[src/rtl/mandel_engine.sv]
// rtl/mandel_engine.sv - escape-time fractal pixel engine (Mandelbrot/Julia) with ready/valid result port
module mandel_engine #(
  parameter int DATA_W   = 18,
  parameter int FRAC_W   = 14,
  parameter int H_RES    = 640,
  parameter int V_RES    = 480,
  parameter int MAX_ITER = 150,
  parameter int ITER_W   = 12,
  parameter int ADDR_W   = 19
) (
  input  logic                     i_clk_100m,
  input  logic                     i_rst,
  input  logic                     i_start,
  input  logic                     i_continuous,
  input  logic                     i_julia_mode,
  input  logic signed [DATA_W-1:0] i_re_start,
  input  logic signed [DATA_W-1:0] i_im_start,
  input  logic signed [DATA_W-1:0] i_step,
  input  logic signed [DATA_W-1:0] i_julia_re,
  input  logic signed [DATA_W-1:0] i_julia_im,
  output logic                     o_wr_valid,
  input  logic                     i_wr_ready,
  output logic [ADDR_W-1:0]        o_wr_addr,
  output logic [ITER_W-1:0]        o_wr_iter,
  output logic                     o_wr_in_set,
  output logic                     o_busy,
  output logic                     o_frame_done
);

  localparam int X_W = $clog2(H_RES + 1);
  localparam int Y_W = $clog2(V_RES + 1);
  localparam logic [DATA_W:0]              ESC_LIM  = (DATA_W + 1)'(4) << FRAC_W;
  localparam logic signed [DATA_W-1:0]     SAT_MAX  = {1'b0, {(DATA_W - 1){1'b1}}};
  localparam logic signed [2*DATA_W-1:0]   SQ_LIM   = (2 * DATA_W)'(1) << (FRAC_W + DATA_W - 1);
  localparam logic [ITER_W-1:0]            ITER_MAX = ITER_W'(MAX_ITER);
  localparam logic [X_W-1:0]               X_LAST   = X_W'(H_RES - 1);
  localparam logic [Y_W-1:0]               Y_LAST   = Y_W'(V_RES - 1);

  typedef enum logic [1:0] {S_IDLE, S_LOAD, S_ITER, S_WRITE} state_t;

  state_t r_state, w_next;

  logic signed [DATA_W-1:0] r_sh_re, r_sh_step, r_sh_jr, r_sh_ji;
  logic                     r_sh_jm;
  logic signed [DATA_W-1:0] r_pr, r_pi, r_cr, r_ci, r_zr, r_zi;
  logic [ITER_W-1:0]        r_iter, r_wr_iter;
  logic [X_W-1:0]           r_x;
  logic [Y_W-1:0]           r_y;
  logic [ADDR_W-1:0]        r_addr;
  logic                     r_wr_in_set, r_frame_done;

  logic signed [2*DATA_W-1:0] w_rr_full, w_ii_full, w_ri_full;
  logic signed [DATA_W-1:0]   w_rr, w_ii, w_zr_next, w_zi_next;
  logic [DATA_W:0]            w_mag;
  logic w_done, w_accept, w_last_x, w_last, w_frame_start;

  // Squares are non-negative, so the only overflow is above the positive range: clamp there.
  assign w_rr_full = r_zr * r_zr;
  assign w_ii_full = r_zi * r_zi;
  assign w_ri_full = r_zr * r_zi;
  assign w_rr      = (w_rr_full >= SQ_LIM) ? SAT_MAX : DATA_W'(w_rr_full >>> FRAC_W);
  assign w_ii      = (w_ii_full >= SQ_LIM) ? SAT_MAX : DATA_W'(w_ii_full >>> FRAC_W);
  assign w_mag     = {1'b0, w_rr} + {1'b0, w_ii};
  assign w_zi_next = DATA_W'(w_ri_full >>> (FRAC_W - 1)) + r_ci;
  assign w_zr_next = w_rr - w_ii + r_cr;
  assign w_done    = (w_mag > ESC_LIM) || (r_iter == ITER_MAX);

  assign w_accept      = (r_state == S_WRITE) && i_wr_ready;
  assign w_last_x      = (r_x == X_LAST);
  assign w_last        = w_last_x && (r_y == Y_LAST);
  assign w_frame_start = ((r_state == S_IDLE) && i_start) || (w_accept && w_last && i_continuous);

  always_ff @(posedge i_clk_100m) begin
    if (i_rst) r_state <= S_IDLE;
    else       r_state <= w_next;
  end

  always_comb begin
    w_next = r_state;
    case (r_state)
      S_IDLE:  if (i_start) w_next = S_LOAD;
      S_LOAD:  w_next = S_ITER;
      S_ITER:  if (w_done) w_next = S_WRITE;
      S_WRITE: if (i_wr_ready) w_next = (w_last && !i_continuous) ? S_IDLE : S_LOAD;
      default: w_next = S_IDLE;
    endcase
  end

  always_ff @(posedge i_clk_100m) begin
    if (i_rst) begin
      r_sh_re <= '0; r_sh_step <= '0; r_sh_jr <= '0; r_sh_ji <= '0; r_sh_jm <= 1'b0;
      r_pr <= '0; r_pi <= '0; r_cr <= '0; r_ci <= '0; r_zr <= '0; r_zi <= '0;
      r_iter <= '0; r_wr_iter <= '0; r_wr_in_set <= 1'b0; r_frame_done <= 1'b0;
      r_x <= '0; r_y <= '0; r_addr <= '0;
    end else begin
      r_frame_done <= w_accept && w_last;
      if (w_frame_start) begin
        r_sh_re   <= i_re_start;
        r_sh_step <= i_step;
        r_sh_jr   <= i_julia_re;
        r_sh_ji   <= i_julia_im;
        r_sh_jm   <= i_julia_mode;
        r_pr      <= i_re_start;
        r_pi      <= i_im_start;
        r_x       <= '0;
        r_y       <= '0;
        r_addr    <= '0;
      end else if (w_accept) begin
        r_addr <= r_addr + 1'b1;
        if (w_last_x) begin
          r_x  <= '0;
          r_y  <= r_y + 1'b1;
          r_pr <= r_sh_re;
          r_pi <= r_pi - r_sh_step;
        end else begin
          r_x  <= r_x + 1'b1;
          r_pr <= r_pr + r_sh_step;
        end
      end

      // The first orbit point is C itself, so iteration starts at 1 with Z already at the pixel.
      if (r_state == S_LOAD) begin
        r_cr   <= r_sh_jm ? r_sh_jr : r_pr;
        r_ci   <= r_sh_jm ? r_sh_ji : r_pi;
        r_zr   <= r_pr;
        r_zi   <= r_pi;
        r_iter <= ITER_W'(1);
      end else if (r_state == S_ITER) begin
        if (w_done) begin
          r_wr_in_set <= (r_iter == ITER_MAX);
          r_wr_iter   <= (r_iter == ITER_MAX) ? '0 : r_iter;
        end else begin
          r_zr   <= w_zr_next;
          r_zi   <= w_zi_next;
          r_iter <= r_iter + 1'b1;
        end
      end
    end
  end

  assign o_wr_valid   = (r_state == S_WRITE);
  assign o_wr_addr    = r_addr;
  assign o_wr_iter    = r_wr_iter;
  assign o_wr_in_set  = r_wr_in_set;
  assign o_busy       = (r_state != S_IDLE);
  assign o_frame_done = r_frame_done;

endmodule

[config.mk]
export PLATFORM = sky130hd
export DESIGN_NAME = mandel_engine
export DESIGN_NICKNAME = d
export VERILOG_FILES = /design/src/rtl/mandel_engine.sv
export SDC_FILE = /design/constraint.sdc
export NUM_CORES = 2
export LEC_CHECK = 0
export BUFFER_PORTS_ARGS = -buffer_cell sky130_fd_sc_hd__buf_2
export CORE_MARGIN = 1
export CORE_UTILIZATION = 59
export CTS_CLUSTER_DIAMETER = 80
export CTS_CLUSTER_SIZE = 40
export DETAILED_ROUTE_END_ITERATION = 10
export HOLD_SLACK_MARGIN = 0.05
export MAX_ROUTING_LAYER = met4
export PLACE_DENSITY = 0.76
export SYNTH_ARGS = -nofsm -noshare
export SYNTH_HDL_FRONTEND = slang
export SYNTH_SLANG_ARGS = --single-unit
[constraint.sdc]
create_clock -name i_clk_100m -period 25.9 [get_ports i_clk_100m]
set_input_delay 2.59 -clock i_clk_100m [delete_from_list [all_inputs] [get_ports i_clk_100m]]
set_output_delay 2.59 -clock i_clk_100m [all_outputs]
set_load 0.05 [all_outputs]
* Word-level counts from Yosys, hierarchy flattened *
Index checks and enable logic that the tools add are counted.

storage, ports and cells
  bits of input ports = 96
  memory bits (writable) = 0
  logic and storage cells = 96
  bits in read-only memories = 0
  output and inout port bits = 35
  bits in latches = 0
  memories kept = 0
  flip-flop bits (word level) = 247

cells by class
  equality and inequality tests = 10
  bitwise operators = 2
  multipliers = 3
  add/subtract/negate cells = 10
  magnitude comparators = 3
  reductions and logical operators = 22
  shifts and indexed selects = 0
  divide/modulo/power cells = 0
  muxes and demuxes = 26

operators by type and width
  cell                   number
  $mux 18                16
  $ge 36x33->1 const B   2
  $mul 18x18->36         2
  $add 18x18->18         3
  $sub 18x18->18         2
  $mul 18x18->31         1
  $add 18x18->19         1
  $add 19x1->19 const B  1
  $gt 19x17->1 const B   1
  $add 12x1->12 const B  1
  $eq 12x8->1 const B    1
  $mux 12                1
  $add 10x1->10 const B  1
  $eq 10x10->1 const B   1
  $mux 10                1
  $add 9x1->9 const B    1
  $eq 9x9->1 const B     1
  $pmux 2 s4             1
  $reduce_and 2->1       4
  $reduce_bool 2->1      4
  $logic_and 1x1->1      6
  $mux 2                 3
  $reduce_and 3->1       2
  $eq 2x2->1 const B     2
  9 further kinds        17

* Longest topological paths before layout *
  word-level depth = 9
  depth in mapped cells = 52
  depth with buffers taken out = 48

* Worst setup path after synthesis *
No wires, ideal clock.

  kind = register -> register
  start = reg r_zi[17]
  end = reg r_zr[12]
  setup slack = 15,030 ps
  arrival time = 10,736 ps
  period minus slack after synthesis = 10,870 ps
  stages on the path, launching flop included = 46
  data required time = 25,766 ps
  buffers on the path = 8
  setup time = 134 ps
  cells stage by stage = dfxtp_1 clkbuf_1 inv_1 buf_1 nor2_1 fa_1 inv_1 fa_1 inv_1 ha_1 inv_1 fa_1 inv_1 fa_1 inv_1 fa_1 inv_1 ha_1 [... 10 more ...] clkbuf_1 nand2_1 ha_1 clkbuf_1 nor2_1 a2111oi_0 o21ai_0 a2111oi_0 o211a_1 o2111ai_1 nor4b_1 nand4_1 o31ai_1 a31oi_1 clkbuf_1 buf_2 a211oi_1 a211oi_1

on the way
  word-level cells in the longest chain between the ends = 8
  elaborated cells on any way between the ends = 13
  those cells by class = add/sub: 3; mul: 1; order compare: 2; eq/ne: 1; mux: 4; reduce/logical: 2

ends and longest elaborated chain
  element                                           line     source
  start, declared                                   45       logic signed [DATA_W-1:0] r_pr, r_pi, r_cr, r_ci, r_zr, r_zi;
  start signal, assigned                            126      r_zi <= r_pi;
  start signal, assigned                            134      r_zi <= w_zi_next;
  $mul 18x18->36 (*)                                59       assign w_ii_full = r_zi * r_zi;
  $ge 36x33->1                                      62       assign w_ii = (w_ii_full >= SQ_LIM) ? SAT_MAX : DATA_W'(w_ii_full >>> FRAC_W);
  $mux 18 (*)                                       62
  $sub 18x18->18 or $add 18x18->19 (tied branches)  65, 63
  $add 18x18->18 or $gt 19x17->1 (tied branches)    65, 66
  $mux 18 or $logic_or 1x1->1 (tied branches)       129, 66
  $mux 18 or $ne 2x1->1 (tied branches)             n/a
  $mux 18 or $reduce_and 2->1 (tied branches)       n/a
  end signal, assigned                              125      r_zr <= r_pr;
  end signal, assigned                              133      r_zr <= w_zr_next;
  end, declared                                     45

Every way passes the cells marked *; elsewhere a longest branch is shown, timed or not. The select of a mux whose other input is x is not followed.
A chain may end at the register's enable or synchronous reset.

* Worst setup path in the final report *
  start = reg r_zr[11]
  end = reg r_zr[0]

on the way
  word-level cells in the longest chain between the ends = 8
  elaborated cells on any way between the ends = 13
  those cells by class = add/sub: 3; mul: 1; order compare: 2; eq/ne: 1; mux: 4; reduce/logical: 2

ends and longest elaborated chain
  element                                           line     source
  $mul 18x18->36 (*)                                58       assign w_rr_full = r_zr * r_zr;
  $ge 36x33->1                                      61       assign w_rr = (w_rr_full >= SQ_LIM) ? SAT_MAX : DATA_W'(w_rr_full >>> FRAC_W);
  $mux 18 (*)                                       61
  $sub 18x18->18 or $add 18x18->19 (tied branches)  65, 63
  $add 18x18->18 or $gt 19x17->1 (tied branches)    65, 66
  $mux 18 or $logic_or 1x1->1 (tied branches)       129, 66
  $mux 18 or $ne 2x1->1 (tied branches)             n/a
  $mux 18 or $reduce_and 2->1 (tied branches)       n/a

Marks and branches as above.

==> out/qor.csv <==
stage,metric,value,unit
detailed_routing,drtAntennaViolNets,0,
clock_tree,ctsHoldBuffers,0,
detailed_routing,dr.first_iter.drc_count,2740,
cells_and_area,fin_nets,6802,
worst_hold_path,min_path_type,reg2reg,
synthesis,synth_cell_types,95,
clock_tree,cts-buffers-inserted,13,
detailed_routing,first_pass_iters,6,
critical_path,critPathSlowestCell,dfxtp_1,
cells_and_area,finish.utilization,0.6257,
critical_path,r2r_cells,38,
clock_tree,cts_tree,done,
critical_path,arrival,12850,ps
floorplanning,start_util,0.5987,
timing,period_needed,12510,ps
clock_tree,clock_sinks,247,
floorplanning,dieHeight,282.8,um
detailed_routing,wl_met1,48.37,mm
floorplanning,core_area,77720,um2
timing,worstMarginPinSlew,1182,ps
critical_path,critical_path_class,reg2reg,
synthesis,syn-instance-count,5452,
clock_tree,cts-resized-gates,0,
detailed_routing,route.met3.wl,9.602,mm
synthesis,synth_area,46540,um2
critical_path,critPathMaxStageDelay,970,ps
timing,finalClockSkew,58.57,ps
global_routing,grt_pass1_wl,198.9,mm
job,drv_cap,0,
clock_tree,clkLatencyLatePin,520,ps
critical_path,crit_cells,38,
clock_tree,path_clk_slew,130,ps
worst_hold_path,holdPathStages,2,
cells_and_area,syn2layout_area_growth,4.495,%
place,dpl.hpwl,96.36,mm
timing,setup_viol,0,
detailed_routing,viasPerCell,5.644,
cells_and_area,largest_reg_flops,19,
critical_path,crit_path_max_fanout,39,
global_routing,grt_usage,0.3293,
global_routing,overflow,0,
synthesis,ys_seq_area_frac,0.1063,
clock_tree,htree_levels,1,
detailed_routing,drc,0,
place,io_buffers,130,
floorplanning,fp-row-count,102,
detailed_routing,wl_per_cell,18.83,um
clock_tree,clockRootBuffer,clkbuf_16,
timing,timing.fmax,79.93,MHz
timing,hold_viol,0,
power_and_ir_drop,p_per_area,127.8,nW/um2
critical_path,path_delay_family,compound AO/OA/AOI/OAI gates,
clock_tree,post_cts.repair.setup_buffers,0,
clock_tree,cts_max_path_buffers,3,
outcome,outcome,finished clean,
detailed_routing,vias,36580,
cells_and_area,layout-drive-gt1-share,0.04987,
timing,rsz0062_at_grt,false,
synthesis,ys.warnings.count,0,
timing,drv_slew,0,
detailed_routing,wl_met2,58.59,mm
timing,setup_tns,0,ps
synthesis,syn_area_per_cell,8.536,um2
critical_path,cp-start-kind,flip-flop,
critical_path,crit_path_frequent_cell,fa_1,
detailed_routing,top_layer,met4,
global_routing,grt_pass1_vias,38290,
global_routing,grt_max_degree,105,
synthesis,synth_edf_count,0,
timing,fin_crit_sh,0.4831,
power_and_ir_drop,cellLeakagePower,24.09,nW
synthesis,yosys_register_bits,247,
synthesis,synth-main-ff-cell,dfxtp_1,
critical_path,path_buf_inv,7,
critical_path,worstPathRequired,26240,ps
floorplanning,dieArea,80000,um2
power_and_ir_drop,ir_worst_vdd,202.4,uV
synthesis,synth_nets,6827,
timing,slew_headroom,0.2111,
global_routing,antenna_found_initial,6,
place,gp_congestion,0.9840,
floorplanning,die_x,282.8,um
detailed_routing,drt_wl_total,122.0,mm
synthesis,async_flop_share,0,
critical_path,end_kind,flip-flop,
floorplanning,ios,131,
## cell usage in the layout (no fill, tap or decap), types with 58 or more instances in the layout
cell / instances
a211oi_1: 119
a21oi_1: 190
buf_2: 129
buf_4: 68
dfxtp_1: 245
fa_1: 892
ha_1: 386
inv_1: 1248
mux2i_1: 66
nand2_1: 731
nor2_1: 461
nor3_1: 58
o21ai_0: 101
xnor2_1: 133
xor2_1: 69
## worst register-to-register path, delay by kind of cell, from the launching register on
family | cells | cell delay [ps]
compound gates | 15 | 3830
fa+ha+maj | 8 | 3640
simple gates | 7 | 2030
buf+inv | 7 | 1660
flops | 1 | 970
mux | 1 | 260
## routing by layer
| layer | GRT usage | vias up |
|---|---|---|
| met5 | - | - |
| met4 | 0.1213 | 0 |
| met3 | 0.04536 | 298 |
| met2 | 0.5409 | 1375 |
| met1 | 0.4160 | 18280 |
| li1 | - | 16630 |
## per-stage QoR
stage	hold slack (ps)	area (um2)	total power, mW	cells	setup slack [ps]
2_1_floorplan	431.5	46540	4.480	5452	15030
3_3_place_gp	437.4	48140	5.790	6452	13920
3_5_place_dp	442.9	48140	5.845	6452	13420
4_1_cts	460.9	48610	6.143	6474	13440
5_1_grt	480.4	48630	6.808	6480	12620
6_report	460.0	48630	6.216	6480	13390
## Yosys cell counts (all sizes together), types with 4 or more instances
library cell	instances	area share
o21bai	22	0.0035
or2	17	0.0023
a21oi	192	0.021
a31o	11	0.0021
nand4	28	0.0038
a21o	55	0.0089
clkinv	6	0.00048
and2	36	0.0048
fa	892	0.38
or4	6	0.00097
clkbuf	196	0.016
a31oi	16	0.0022
nor2b	25	0.0034
o31ai	12	0.0019
a211o	6	0.0011
nand2b	17	0.0023
xnor2	134	0.025
a211oi	122	0.020
a22oi	16	0.0026
o311a	10	0.0022
or3	18	0.0024
o21ai	108	0.012
inv	1251	0.10
and3	14	0.0019
nor3	59	0.0063
nand2	731	0.059
ha	387	0.10
a221oi	4	0.00089
buf	42	0.0038
o21a	17	0.0027
a21boi	23	0.0037
a2111oi	6	0.0021
nand3	37	0.0040
mux2i	67	0.015
xor2	69	0.013
o211ai	19	0.0031
a2bb2oi	4	0.00075
and4	4	0.00081
dfxtp	247	0.11
nor2	462	0.037
## cell families (layout without fill, tap and decap cells)
group,Yosys count,in the layout,synth area share
adder cells (fa/ha/maj),1282,1282,0.4884
multiplexers,68,68,0.01492
AND/OR/NAND/NOR,1472,1472,0.1324
XOR/XNOR,203,203,0.03837
AO/OA/AOI/OAI,685,685,0.09865
flip-flops,247,247,0.1063
buffers and inverters,1495,1477,0.1210
other,0,6,0
## worst paths after layout
path	start	to	slack [ps]
setup / recovery	r_zr[11]$_SDFFE_PP0P_	r_zr[0]$_SDFFE_PP0P_	13390
hold / removal	r_sh_re[6]$_SDFFE_PP0P_	r_sh_re[6]$_SDFFE_PP0P_	460
setup reg to reg	r_zr[11]$_SDFFE_PP0P_	r_zr[0]$_SDFFE_PP0P_	13390
hold reg to reg	r_sh_re[6]$_SDFFE_PP0P_	r_sh_re[6]$_SDFFE_PP0P_	460
## layout make-up
cell class,count,area (um2)
inverters,1257,4718
clock inverters,9,147.6
diodes,6,15.01
repair buffers,198,1167
fillers,6710,29090
well taps,1040,1301
multi-input cells,3710,36010
flip-flops and latches,247,4947
clock buffers,13,325.3
## power breakdown
part,switching (mW),total [mW],internal (mW)
clock network,0.152,0.256,0.104
registers,0.0722,0.524,0.452
logic,3.37,5.44,2.07
total,3.59,6.22,2.63
Power figures use the tool's default switching activity.
